`src/rtl/pam4_isi_tx.sv`:
```
// PAM4 transmit channel model: Gray symbol -> level, convolved with loaded pulse response; 2-cycle latency, intake
// stalls (ready low) during LOAD and on coefficient writes, no output backpressure. Optional clamp: PAM4_TX_SAT_EN.
module pam4_isi_tx #(
    parameter int PULSE_RESPONSE_LENGTH = 5,
    parameter int SIGNAL_RESOLUTION     = 8,
    parameter int SYMBOL_SEPERATION     = 56
) (
    input  logic                                clk,
    input  logic                                rstn,
    input  logic [1:0]                          symbol_in,
    input  logic                                symbol_in_valid,
    output logic                                symbol_in_ready,
    output logic signed [SIGNAL_RESOLUTION-1:0] signal_out,
    output logic                                signal_out_valid,
    input  logic                                load_mem,
    input  logic [7:0]                          location,
    input  logic [63:0]                         mem_data,
    output logic                                coeff_ready,
    output logic                                sat_flag
);
    localparam int L     = PULSE_RESPONSE_LENGTH;
    localparam int SR    = SIGNAL_RESOLUTION;
    localparam int ACC_W = 3 * SR + $clog2(L);
    localparam int LVL_W = $clog2(3 * SYMBOL_SEPERATION / 2 + 1) + 1;

    localparam logic signed [LVL_W-1:0] LVL_N3 = LVL_W'(-(3 * SYMBOL_SEPERATION / 2));
    localparam logic signed [LVL_W-1:0] LVL_N1 = LVL_W'(-(SYMBOL_SEPERATION / 2));
    localparam logic signed [LVL_W-1:0] LVL_P1 = LVL_W'(SYMBOL_SEPERATION / 2);
    localparam logic signed [LVL_W-1:0] LVL_P3 = LVL_W'(3 * SYMBOL_SEPERATION / 2);

    typedef enum logic {ST_LOAD, ST_RUN} state_t;

    state_t                    r_state;
    state_t                    w_state_nxt;
    logic                      w_ready;
    logic                      w_coeff_ready;
    logic                      w_hs;
    logic signed [15:0]        r_tap_m [L];
    logic [15:0]               r_exp0;
    logic [L-1:0]              r_mask;
    logic signed [LVL_W-1:0]   r_hist [L];
    logic signed [LVL_W-1:0]   w_lvl;
    logic                      r_s1_vld;
    logic signed [ACC_W-1:0]   w_acc;
    logic signed [ACC_W-1:0]   w_shift;
    logic signed [SR-1:0]      w_out;
    logic                      w_clamp;
    logic signed [SR-1:0]      r_sig_out;
    logic                      r_out_vld;
    logic                      w_unused;

    always_ff @(posedge clk or negedge rstn) begin
        if (!rstn) begin
            r_state <= ST_LOAD;
        end else begin
            r_state <= w_state_nxt;
        end
    end

    always_comb begin
        w_state_nxt   = r_state;
        w_ready       = 1'b0;
        w_coeff_ready = 1'b0;
        case (r_state)
            ST_LOAD: begin
                if (&r_mask && !load_mem) begin
                    w_state_nxt = ST_RUN;
                end
            end
            ST_RUN: begin
                w_coeff_ready = 1'b1;
                w_ready       = !load_mem;
            end
            default: w_state_nxt = ST_LOAD;
        endcase
    end

    assign symbol_in_ready = w_ready;
    assign coeff_ready     = w_coeff_ready;
    assign w_hs            = symbol_in_valid && w_ready;

    // Writes are accepted in both states; out-of-range locations match no tap.
    always_ff @(posedge clk or negedge rstn) begin
        if (!rstn) begin
            for (int k = 0; k < L; k++) begin
                r_tap_m[k] <= '0;
            end
            r_exp0 <= '0;
            r_mask <= '0;
        end else if (load_mem) begin
            for (int k = 0; k < L; k++) begin
                if (location == 8'(k)) begin
                    r_tap_m[k] <= mem_data[31:16];
                    r_mask[k]  <= 1'b1;
                end
            end
            if (location == 8'd0) begin
                r_exp0 <= mem_data[15:0];
            end
        end
    end

    always_comb begin
        case (symbol_in)
            2'b00:   w_lvl = LVL_N3;
            2'b01:   w_lvl = LVL_N1;
            2'b11:   w_lvl = LVL_P1;
            default: w_lvl = LVL_P3;
        endcase
    end

    always_ff @(posedge clk or negedge rstn) begin
        if (!rstn) begin
            for (int k = 0; k < L; k++) begin
                r_hist[k] <= '0;
            end
            r_s1_vld <= 1'b0;
        end else begin
            r_s1_vld <= w_hs;
            if (w_hs) begin
                r_hist[0] <= w_lvl;
                for (int k = 1; k < L; k++) begin
                    r_hist[k] <= r_hist[k-1];
                end
            end
        end
    end

    // Taps are read live at stage 2, so a write lands on the next symbol to leave.
    always_comb begin
        w_acc = '0;
        for (int k = 0; k < L; k++) begin
            w_acc = w_acc + (ACC_W'(r_tap_m[k]) * ACC_W'(r_hist[k]));
        end
    end

    always_comb begin
        if (r_exp0 >= 16'(ACC_W)) begin
            w_shift = {ACC_W{w_acc[ACC_W-1]}};
        end else begin
            w_shift = w_acc >>> r_exp0;
        end
    end

`ifdef PAM4_TX_SAT_EN
    localparam logic signed [ACC_W-1:0] MAX_V = ACC_W'((2 ** (SR - 1)) - 1);
    localparam logic signed [ACC_W-1:0] MIN_V = ACC_W'(-(2 ** (SR - 1)));

    always_comb begin
        w_out   = w_shift[SR-1:0];
        w_clamp = 1'b0;
        if (w_shift > MAX_V) begin
            w_out   = {1'b0, {(SR-1){1'b1}}};
            w_clamp = 1'b1;
        end else if (w_shift < MIN_V) begin
            w_out   = {1'b1, {(SR-1){1'b0}}};
            w_clamp = 1'b1;
        end
    end

    logic r_sat;
    always_ff @(posedge clk or negedge rstn) begin
        if (!rstn) begin
            r_sat <= 1'b0;
        end else if (r_s1_vld && w_clamp) begin
            r_sat <= 1'b1;
        end
    end
    assign sat_flag = r_sat;
    assign w_unused = &{1'b0, mem_data[63:32]};
`else
    assign w_out    = w_shift[SR-1:0];
    assign w_clamp  = 1'b0;
    assign sat_flag = 1'b0;
    assign w_unused = &{1'b0, mem_data[63:32], w_shift[ACC_W-1:SR], w_clamp};
`endif

    always_ff @(posedge clk or negedge rstn) begin
        if (!rstn) begin
            r_sig_out <= '0;
            r_out_vld <= 1'b0;
        end else begin
            r_out_vld <= r_s1_vld;
            if (r_s1_vld) begin
                r_sig_out <= w_out;
            end
        end
    end

    assign signal_out       = r_sig_out;
    assign signal_out_valid = r_out_vld;
endmodule
```
`config.mk`:
```
export PLATFORM = sky130hd
export DESIGN_NAME = pam4_isi_tx
export DESIGN_NICKNAME = d
export VERILOG_FILES = /design/src/rtl/pam4_isi_tx.sv
export SDC_FILE = /design/constraint.sdc
export NUM_CORES = 1
export LEC_CHECK = 0
export ABC_AREA = 1
export BUFFER_PORTS_ARGS = -buffer_cell sky130_fd_sc_hd__clkbuf_2
export CORE_ASPECT_RATIO = 1.5
export CORE_MARGIN = 5
export CORE_UTILIZATION = 55
export CTS_CLUSTER_SIZE = 20
export DETAILED_ROUTE_END_ITERATION = 12
export GPL_TIMING_DRIVEN = 0
export PLACE_DENSITY_LB_ADDON = 0.1
export SLEW_MARGIN = 20
export SYNTH_ARGS = -nofsm -noshare
export SYNTH_HDL_FRONTEND = slang
export SYNTH_SLANG_ARGS = --single-unit
```
`constraint.sdc`:
```
create_clock -name clk -period 15.35 [get_ports clk]
set_input_delay 0 -clock clk [delete_from_list [all_inputs] [get_ports clk]]
set_output_delay 0 -clock clk [all_outputs]
set_load 0.005 [all_outputs]
```
After elaboration in Yosys (flattened, before gate mapping)
Index checks and enable logic that the tools add are counted.
{ "totals": {"in_bits": 78, "ramBits": 0, "ff_bits": 152, "mem_bits_ro": 0, "n_memories": 0, "latchBits": 0, "elab_cells": 54, "output_inout_bits": 12} }
{ "op_classes": {"bitwise": 0, "eq_ne": 6, "shift": 1, "n_div": 0, "order_cmp": 1, "mul": 5, "reduce_logical": 11, "muxes": 6, "add_sub_neg": 4} }
{ "ops": {"columns": ["cell", "count"], "rows": [
  ["multiplier 16 x 8 -> 24 bit", 5],
  ["adder 26 x 24 -> 27 bit", 1],
  ["adder 27 x 24 -> 27 bit", 1],
  [">>> shifter 27 x 16 -> 8 bit", 1],
  ["adder 25 x 24 -> 26 bit", 1],
  ["adder 24 x 24 -> 25 bit", 1],
  ["case mux 8 bit (3 select lines)", 1],
  ["== test 8 x 2 -> 1 bit, second input constant", 2],
  ["greater-or-equal comparator 16 x 5 -> 1 bit, second input constant", 1],
  ["AND reduction 2 bit", 5],
  ["== test 8 x 1 -> 1 bit, second input constant", 1],
  ["== test 8 x 3 -> 1 bit, second input constant", 1],
  ["zero test 8 bit", 1],
  ["two-way mux 8 bit", 1],
  ["AND reduction 5 bit", 1],
  ["two-way mux 1 bit", 4],
  ["== test 2 x 1 -> 1 bit, second input constant", 1],
  ["== test 2 bit, second input constant", 1],
  ["logical AND 1 bit", 2],
  ["zero test 2 bit", 1],
  ["zero test 1 bit", 1]
]} }

Longest topological paths before layout
{ "logic_depth": {"ltp_word": 7, "ltp_mapped": 44, "ltp_nobuf": 41} }

Worst setup path before layout
Ideal clock, no wire load.
{ "synth_timing": {"path_type": "register -> register", "from": "register r_hist[12] (netlist bit)", "to": "register r_sig_out[6] (netlist: signal_out[6])", "t_arrival_ns": 7.313, "path_stages_with_launch": 40, "t_required_ns": 15.233, "synth_period_minus_slack_ns": 7.430, "slack_ns": 7.920, "setup_time_ns": 0.117, "n_path_buf": 4, "path_cell_list": "dfrtp_1 -> clkbuf_1 -> clkbuf_1 -> nand2_1 -> inv_1 -> fa_1 -> fa_1 -> inv_1 -> fa_1 -> fa_1 -> inv_1 -> fa_1 -> inv_1 -> fa_1 -> inv_1 -> fa_1 -> fa_1 -> ha_1 -> (+4 left out) -> nor2_1 -> nand2_1 -> nand3_2 -> inv_2 -> nand2_4 -> nand2_4 -> nand2_4 -> buf_8 -> buf_12 -> nand3_1 -> nand3_1 -> nand2_1 -> nand2_1 -> nand2_1 -> o21ai_1 -> nand3_1 -> nand2_1 -> nand2_1"} }
{ "synth_between": {"elab_chain_len": 5} }
{ "synth_lines": {"columns": ["item", "line", "source"], "rows": [
  ["from (decl)", "41", "logic signed [LVL_W-1:0] r_hist [L];"],
  ["from (signal, indexed assignment)", "123", "r_hist[k] <= r_hist[k-1];"],
  ["multiplier 16 x 8 -> 24 bit *", "133", "w_acc = w_acc + (ACC_W'(r_tap_m[k]) * ACC_W'(r_hist[k]));"],
  ["adder 26 x 24 -> 27 bit *", "133", null],
  ["adder 27 x 24 -> 27 bit *", "133", null],
  [">>> shifter 27 x 16 -> 8 bit", "141", "w_shift = w_acc >>> r_exp0;"],
  ["two-way mux 8 bit *", "138", "if (r_exp0 >= 16'(ACC_W)) begin"],
  ["to (signal assigned)", "185", "r_sig_out <= w_out;"],
  ["to (decl)", "48", "logic signed [SR-1:0] r_sig_out;"]
]} }
Every way passes the cells marked *; elsewhere a longest branch is shown, timed or not.
A chain may end at the register's enable or synchronous reset.

Worst setup path in the final report
{ "layout_timing": {"from": "register r_hist[29] (netlist bit)", "to": "register r_sig_out[3] (netlist: signal_out[3])"} }
{ "layout_between": {"elab_chain_len": 7} }
{ "layout_lines": {"columns": ["item", "line"], "rows": [
  ["multiplier 16 x 8 -> 24 bit *", "133"],
  ["adder 24 x 24 -> 25 bit *", "133"],
  ["adder 25 x 24 -> 26 bit *", "133"],
  ["adder 26 x 24 -> 27 bit *", "133"],
  ["adder 27 x 24 -> 27 bit *", "133"],
  [">>> shifter 27 x 16 -> 8 bit", "141"],
  ["two-way mux 8 bit *", "138"]
]} }
Marked as above.

==> impl_metrics.env <==
export IMPL_crit_top_cell="fa_1"
export IMPL_slowest_stage="buf_1"
export IMPL_drt_vias_per_instance=5.21
export IMPL_cts_root_buffer="clkbuf_16"
export IMPL_drt_iter0_markers=955
export IMPL_grt_max_degree=77
export IMPL_synth_main_ff_cell="dfrtp_1"
export IMPL_holdWs_ps=11.7
export IMPL_die_y_um=276
export IMPL_min_delay_start="mem_data[25]"
export IMPL_rsz0062_at_grt="no"
export IMPL_clock_sinks=137
export IMPL_clk_latency_ps=460
export IMPL_gp_congestion=0.996
export IMPL_ys_types=41
export IMPL_cts_made_buffers=17
export IMPL_max_stage_delay_ps=750
export IMPL_synthCells=3139
export IMPL_clk_pin_slew_ps=70
export IMPL_grt_busiest_layer="met2"
export IMPL_core_area_um2=46700
export IMPL_syn_to_final_growth_pct=7.73
export IMPL_cts_tree="done"
export IMPL_drc_errors=0
export IMPL_antenna_found_initial=1
export IMPL_layout_commonest_cell="inv_1"
export IMPL_synth_seq_area_share_pct=13.2
export IMPL_worst_slew_pin_slew_ps=928
export IMPL_post_route_util_pct=59.8
export IMPL_synth_edf_count=0
export IMPL_ant_nets=0
export IMPL_async_reset_ff_share_pct=100
export IMPL_pin_count=90
export IMPL_grt_pass1_wl_um=121000
export IMPL_nets=4070
export IMPL_met2_usage_pct=57.3
export IMPL_drt_pass1_iterations=6
export IMPL_ir_worst_vdd_v=0.000262
export IMPL_fin_crit_ps=9640
export IMPL_dp_hpwl_um=67800
export IMPL_synth_nets=3958
export IMPL_crit_required_ps=15710
export IMPL_synth_seq_cells=137
export IMPL_clockBufferDepth=2
export IMPL_overflow=0
export IMPL_use_met1_pct=33.7
export IMPL_netlist_area_um2=25900
export IMPL_start_kind="register"
export IMPL_fmax_mhz=104
export IMPL_criticalPathCategory="reg2reg"
export IMPL_arrival_ps=10000
export IMPL_ctsHtreeMaxLevel=4
export IMPL_hold_viol=0
export IMPL_setup_viol=0
export IMPL_hp_class="in2reg"
export IMPL_ys_warn_count=0
export IMPL_routed_wl_um=76200
export IMPL_drive_above_1_share_pct=5.42
export IMPL_syn_avg_cell_area_um2=8.26
export IMPL_post_cts_resized=0
export IMPL_grt_pass1_vias=22412
export IMPL_p_per_area_nw_per_um2=191
export IMPL_start_util_pct=55.5
export IMPL_crit_start="r_hist[29]"
export IMPL_min_period_over_period_pct=62.8
export IMPL_critPathMaxFanout=10
export IMPL_via_count=20122
export IMPL_p_leak_nw=17.0
export IMPL_fp_dieW_um=187
export IMPL_die_area_um2=51700
export IMPL_wl_per_cell_um=19.7
export IMPL_numPortBuffers=56
export IMPL_cpLargestDelayFamily="adder cells"
export IMPL_cp_buffers_inverters=7
export IMPL_setup_tns_ps=0
export IMPL_grt_met3_usage_pct=2.54
export IMPL_skew_ps=10.6
export IMPL_slew_violations=0
export IMPL_cap_violations=0
export IMPL_r2r_start="r_hist[29]"
export IMPL_final_cell_mix="941 x inv_1, 718 x nand2_1, 512 x fa_1, 229 x ha_1, 137 x dfrtp_1"
export IMPL_max_slew_margin_rel_pct=38.1
export IMPL_worstSetupEndpointType="register"
export IMPL_status="completed"
export IMPL_grt_use_total_pct=30.6
export IMPL_rows=97
-- cell type report --
cell class / count / area, um^2
clock inverters: 15 / 158
fillers: 4262 / 18800
inverters: 948 / 3560
flip-flops and latches: 137 / 3430
clock buffers: 17 / 425
plain buffers: 98 / 428
diodes: 1 / 2.50
repair buffers: 93 / 677
multi-input cells: 1956 / 18500
well taps: 594 / 743
-- metal layers --
metal / wire (um) / vias up
met3: 2620 / 216
met1: 26900 / 10067
met5: 0 / -
li1: - / 9257
met2: 41200 / 582
met4: 5470 / 0
-- what timing repair did --
| action | in CTS | in global routing |
|---|---|---|
| hold buffers | 36 | 0 |
| hold endpoints to repair | 148 | 0 |
| buffers inserted | 0 | 0 |
-- cells by family after synthesis --
| logic type | Yosys count | share of synthesized area [%] |
|---|---|---|
| buffers and inverters | 1046 | 15.4 |
| AND/OR/NAND/NOR | 1005 | 16.1 |
| adder cells (fa/ha/maj) | 741 | 50.6 |
| AO/OA/AOI/OAI | 184 | 3.72 |
| flip-flops | 137 | 13.2 |
| multiplexers | 16 | 0.694 |
| XOR/XNOR | 9 | 0.304 |
| other | 1 | 0.0145 |
-- synthesized netlist by cell type, types with 4 or more instances --
library cell  instances  area share, %
nand3b_1              5           0.14
nand3_1             116            2.2
xor2_1                5           0.17
nand3_2              14           0.54
nor2_1               94            1.4
buf_1                 5          0.072
ha_1                229             11
or2_2                23           0.55
buf_2                 8           0.15
nand2_2               7           0.17
clkbuf_1             78            1.1
nor4_1                4          0.096
clkinv_1              5          0.072
nand4_1              15           0.36
buf_4                 4           0.12
dfrtp_1             137             13
inv_1               941             14
nand2_1             718             10
o21ai_1               7           0.14
a21oi_1              36           0.69
fa_1                512             40
o21ai_0             128            2.5
mux2_2               16           0.69
xnor2_1               4           0.14
-- worst register-to-register path: cells and delay by family, from the launching register on --
| family | cells | cell delay (ps) |
|---|---|---|
| buf+inv | 7 | 1860 |
| simple gates | 14 | 1700 |
| fa+ha+maj | 10 | 4730 |
| flops | 1 | 360 |
| compound gates | 3 | 910 |
-- registers in the layout (all words and copies together), names as in the netlist --
name,cells
r_mask,5
r_state,1
r_exp0,16
signal_out,8
r_s1_vld,1
r_hist,25
signal_out_valid,1
r_tap_m,80
-- report_power, final --
part / leakage, nW / total, mW / internal (mW) / switching, mW
logic: 14.9 / 4.47 / 1.52 / 2.95
registers: 1.81 / 0.429 / 0.393 / 0.0355
clock network: 0.284 / 0.434 / 0.230 / 0.205
-- worst paths after layout --
path | to | slack, ps | depth (start not counted)
setup / recovery | signal_out[3] | 5710 | 34
hold / removal | r_tap_m[9] | 10 | 3
setup reg to reg | signal_out[3] | 5710 | 34
hold reg to reg | signal_out_valid | 420 | 0
max in group asynchronous | r_tap_m[52] | 14400 | 3
min in group asynchronous | signal_out[6] | 100 | 2
-- metrics by stage --
step,total power [mW],std cells,setup slack (ps),instance area (um^2)
detailed placement,4.84,3790,5810,27000
global route,5.75,3858,5440,27900
global placement,4.83,3789,5750,27000
floorplan,3.32,3139,7920,25900
CTS,5.33,3858,5760,27900
finish,5.33,3859,5710,27900
Note: power is estimated with default switching activity, not from simulation.
